$ cat src/rtl/chunked_adder.sv
// rtl/chunked_adder.sv - multi-cycle adder, CHUNK_BITS per clock with a registered ripple carry
module chunked_adder #(
  parameter int NUM_BITS   = 16,
  parameter int CHUNK_BITS = 4
) (
  input  logic                clk,
  input  logic                rst,
  input  logic                start,
  input  logic [NUM_BITS-1:0] a,
  input  logic [NUM_BITS-1:0] b,
  input  logic                carry_in,
  output logic                busy,
  output logic                done,
  output logic [NUM_BITS-1:0] sum,
  output logic                overflow
);

  localparam int NCHUNK = NUM_BITS / CHUNK_BITS;
  localparam int IDX_W  = (NCHUNK > 1) ? $clog2(NCHUNK) : 1;
  localparam logic [IDX_W-1:0] LAST_IDX = IDX_W'(NCHUNK - 1);

  typedef enum logic [1:0] {S_IDLE, S_ADD, S_DONE} state_t;

  state_t              state_q;
  logic [NUM_BITS-1:0] a_q;
  logic [NUM_BITS-1:0] b_q;
  logic                carry_q;
  logic [IDX_W-1:0]    idx_q;
  logic [NUM_BITS-1:0] work_q;
  logic [NUM_BITS-1:0] work_d;
  logic [NUM_BITS-1:0] sum_q;
  logic                overflow_q;
  logic                busy_q;
  logic                done_q;
  logic [CHUNK_BITS:0] chunk_sum;

  // Operands shift down one chunk per cycle, so the active chunk is always the low slice.
  always_comb begin
    chunk_sum = {1'b0, a_q[CHUNK_BITS-1:0]} + {1'b0, b_q[CHUNK_BITS-1:0]}
              + {{CHUNK_BITS{1'b0}}, carry_q};
  end

  // Each new chunk enters at the top; after NCHUNK cycles slice idx holds chunk idx.
  generate
    if (NCHUNK > 1) begin : g_multi
      always_comb work_d = {chunk_sum[CHUNK_BITS-1:0], work_q[NUM_BITS-1:CHUNK_BITS]};
    end else begin : g_single
      always_comb work_d = chunk_sum[CHUNK_BITS-1:0];
    end
  endgenerate

  always_ff @(posedge clk or posedge rst) begin
    if (rst) begin
      state_q    <= S_IDLE;
      a_q        <= '0;
      b_q        <= '0;
      carry_q    <= 1'b0;
      idx_q      <= '0;
      work_q     <= '0;
      sum_q      <= '0;
      overflow_q <= 1'b0;
      busy_q     <= 1'b0;
      done_q     <= 1'b0;
    end else begin
      case (state_q)
        S_IDLE: begin
          done_q <= 1'b0;
          if (start) begin
            a_q     <= a;
            b_q     <= b;
            carry_q <= carry_in;
            idx_q   <= '0;
            work_q  <= '0;
            busy_q  <= 1'b1;
            state_q <= S_ADD;
          end
        end
        S_ADD: begin
          a_q     <= a_q >> CHUNK_BITS;
          b_q     <= b_q >> CHUNK_BITS;
          carry_q <= chunk_sum[CHUNK_BITS];
          work_q  <= work_d;
          idx_q   <= idx_q + IDX_W'(1);
          if (idx_q == LAST_IDX) begin
            sum_q      <= work_d;
            overflow_q <= chunk_sum[CHUNK_BITS];
            idx_q      <= '0;
            busy_q     <= 1'b0;
            done_q     <= 1'b1;
            state_q    <= S_DONE;
          end
        end
        S_DONE: begin
          done_q <= 1'b0;
          if (start) begin
            a_q     <= a;
            b_q     <= b;
            carry_q <= carry_in;
            idx_q   <= '0;
            work_q  <= '0;
            busy_q  <= 1'b1;
            state_q <= S_ADD;
          end else begin
            state_q <= S_IDLE;
          end
        end
        default: begin
          busy_q  <= 1'b0;
          done_q  <= 1'b0;
          state_q <= S_IDLE;
        end
      endcase
    end
  end

  assign busy     = busy_q;
  assign done     = done_q;
  assign sum      = sum_q;
  assign overflow = overflow_q;

endmodule

$ cat config.mk
export PLATFORM = sky130hd
export DESIGN_NAME = chunked_adder
export DESIGN_NICKNAME = d
export VERILOG_FILES = /design/src/rtl/chunked_adder.sv
export SDC_FILE = /design/constraint.sdc
export NUM_CORES = 1
export LEC_CHECK = 0
export BUFFER_PORTS_ARGS = -buffer_cell sky130_fd_sc_hd__buf_4
export CAP_MARGIN = 25
export CORE_ASPECT_RATIO = 0.6
export CORE_MARGIN = 5
export CORE_UTILIZATION = 46
export CTS_CLUSTER_DIAMETER = 100
export DETAILED_ROUTE_END_ITERATION = 16
export GPL_TIMING_DRIVEN = 1
export MAX_ROUTING_LAYER = met4
export PLACE_DENSITY = 0.68
export SETUP_SLACK_MARGIN = 0.02
export SLEW_MARGIN = 10
export SYNTH_ARGS = -nofsm -noshare
export SYNTH_HDL_FRONTEND = slang
export SYNTH_SLANG_ARGS = --single-unit
$ cat constraint.sdc
create_clock -name clk -period 2.8 [get_ports clk]
set_input_delay 0.84 -clock clk [delete_from_list [all_inputs] [get_ports clk]]
set_output_delay 0.84 -clock clk [all_outputs]
set_load 0.005 [all_outputs]
==> impl_metrics.py <==
metrics = {
    "routing": {
        "routed_wl_um": 6490,
        "drtIter0Drc": 118,
        "drc": 0,
        "firstDrtPassIters": 4,
        "routedWlPerCell_um": 16.8,
        "vias": 2080,
        "ant_nets": 0,
        "vias_per_cell": 5.40,
    },
    "cells_and_area": {
        "diodes": 0,
        "final_cells": 385,
        "fillers": 506,
        "nNetsFinal": 338,
        "final_core_util_pct": 59.5,
        "area_growth_pct": 22.7,
        "final_cell_area_sq_mm": 0.00372,
        "drive_above_1_share_pct": 30.9,
    },
    "setup_path": {
        "criticalPathCategory": "reg -> reg",
        "cp_max_fo": 2,
        "worstReg2RegStart": "a_q[0]",
        "cp_data_arrival_time_ns": 2.13,
        "cp-end-kind": "register",
        "critPathRequiredTime_ns": 3.01,
        "r2r_setup_slack_ns": 0.88,
        "r2r-end": "overflow",
        "worst_r2r_path_depth": 5,
        "start_kind": "register",
    },
    "floorplan": {
        "die_y_um": 72.9,
        "io_pins": 55,
        "fp-row-count": 22,
        "core_area_sq_mm": 0.00625,
        "die-area_sq_mm": 0.00836,
        "initial_core_util_pct": 48.5,
        "die_w_um": 115,
    },
    "run_status": {
        "status": "complete, no violations",
    },
    "clock_network": {
        "insertion_delay_ns": 0.34,
        "cts_tree": "done",
        "cts_max_path_buffers": 2,
        "clockRootBuffer": "clkbuf_8",
        "postCtsHoldBufs": 0,
        "post-cts-setup-buffers": 0,
        "cts_sinks": 68,
        "clk_pin_slew_ns": 0.07,
        "cts_resized": 0,
        "htree_levels": 3,
        "cts_made_buffers": 9,
    },
    "synth": {
        "yosysWarningCount": 0,
        "syn-cell-area_sq_mm": 0.00303,
        "synth_top_area_cell": "dfrtp_1",
        "synth.distinct_cells": 32,
        "synth_cells": 243,
        "synth_top_area_share_pct": 56.2,
        "yosys-top-cells-count": "dfrtp_1, nand3_1, o21ai_0",
        "ys_seq_area_share_pct": 56.2,
        "synth_most_common_cell": "dfrtp_1",
        "synth_seq_cells": 68,
        "synth_edf_count": 0,
        "synthArstFlopShare_pct": 100,
        "ys.flop_type": "dfrtp_1",
        "synth_fp_nets": 285,
        "synthTopCellsByArea": "dfrtp_1, mux2i_1, mux2_4, nand3_1, o21ai_0",
        "syn_avg_cell_area_sq_um": 12.5,
    },
    "sta": {
        "fin_crit_ns": 1.92,
        "grt_setup_unrepaired": "no",
        "worstMarginPinSlew_ns": 0.658,
        "max_freq_ghz": 0.522,
        "hold_viol_final": 0,
        "setup_violations": 0,
        "clock_skew_ns": 0.00768,
        "finalWorstSetupSlack_ns": 0.884,
        "holdWs_ns": 0.495,
        "tns_ns": 0,
        "post-route-period-util_pct": 68.4,
        "slew_headroom_pct": 56.1,
        "final_max_slew_viol_count": 0,
    },
    "placement": {
        "gp_congestion": 0.775,
        "post-dp-hpwl_um": 4560,
        "place_inst": 369,
        "io_buffers": 54,
        "dpl-instance-area_sq_mm": 0.00350,
        "dpl_worst_slack_ns": 0.848,
    },
    "power": {
        "power_mw": 4.38,
        "p_leak_nw": 1.87,
        "peakVddDrop_v": 0.000477,
        "powerDensity_mw_per_mm2": 1180,
    },
    "min_path": {
        "whs_endpoint": "sum[0]",
        "hold_start": "sum[0]",
        "min_path_type": "reg -> reg",
        "holdPathStages": 1,
    },
    "global_routing": {
        "track_usage_pct": 17.4,
        "grt_pass1_vias": 2105,
        "grt_pass1_wl_um": 10900,
        "grt.overflow.total": 0,
        "grt_start_max_net_pins": 36,
        "antenna_found_initial": 0,
    },
    "job": {
        "cap_violations": 0,
    },
}
## area by class of cell
type | count | area [sq um] | share of cell area (%)
Clock buffer | 11 | 141 | 3.80
Clock inverter | 5 | 75.1 | 2.02
Inverter | 2 | 7.51 | 0.202
Multi-Input combinational cell | 154 | 1200 | 32.3
Sequential cell | 68 | 1700 | 45.8
Tap cell | 84 | 105 | 2.83
Timing Repair Buffer | 61 | 483 | 13.0
## worst max-delay path, stage by stage, from the launching register on
cell     delay, ns
dfrtp_1       0.40
fa_1          0.46
fa_1          0.42
a21o_1        0.20
a21oi_1       0.20
o21ai_0       0.10
## where the power goes
part	internal (mW)	switching [mW]	leakage, nW
clock	0.521	0.359	0.113
combinational	0.912	0.810	0.893
sequential	1.42	0.358	0.860
total	2.85	1.53	1.87
## layer usage
layer / vias up / GRT usage [%] / share of wire (%) / routed length (um)
met5: - / - / 0 / 0
met4: 0 / 4.69 / 0.79 / 51
met3: 7 / 5.47 / 5.0 / 324
met2: 50 / 22.8 / 43 / 2760
met1: 1039 / 25.8 / 52 / 3350
li1: 984 / - / - / -
## worst max path at each step
stage / depth (start not counted) / from / slack, ns / end
after global routing: 5 / a_q[0] / 0.77 / overflow
after global placement: 5 / start / 0.87 / a_q[0]
final: 5 / a_q[0] / 0.88 / overflow
after detailed placement: 5 / start / 0.85 / a_q[10]
after CTS: 5 / a_q[0] / 0.89 / overflow
after floorplan: 1 / rst / 0.25 / a_q[0]
## sequential cells by signal, summed over array words and instances, names as in the netlist
signal    cells
sum          16
busy          1
idx_q         2
overflow      1
work_q       12
a_q          16
done          1
carry_q       1
b_q          16
state_q       2
## kinds of logic (layout without fill, tap and decap cells)
group	count (synthesis)	count (layout)	share of synthesized area, %
mux	42	42	15.7
xor+xnor	1	1	0.289
fa+ha+maj	6	6	2.97
flops	68	68	56.2
simple gates	48	48	8.80
buf+inv	21	79	4.13
compound gates	57	57	11.9
## placed cells by master, fill, tap and decap left out, drive strengths merged, types with 3 or more instances in the layout
cell    Yosys  layout
a22o       15      15
buf        19      61
clkbuf      0      11
clkinv      0       3
dfrtp      68      68
ha          4       4
mux2       14      14
mux2i      28      28
nand2       4       4
nand3      30      30
nor2        6       6
o21ai      33      33
(Power assumes the default switching activity.)
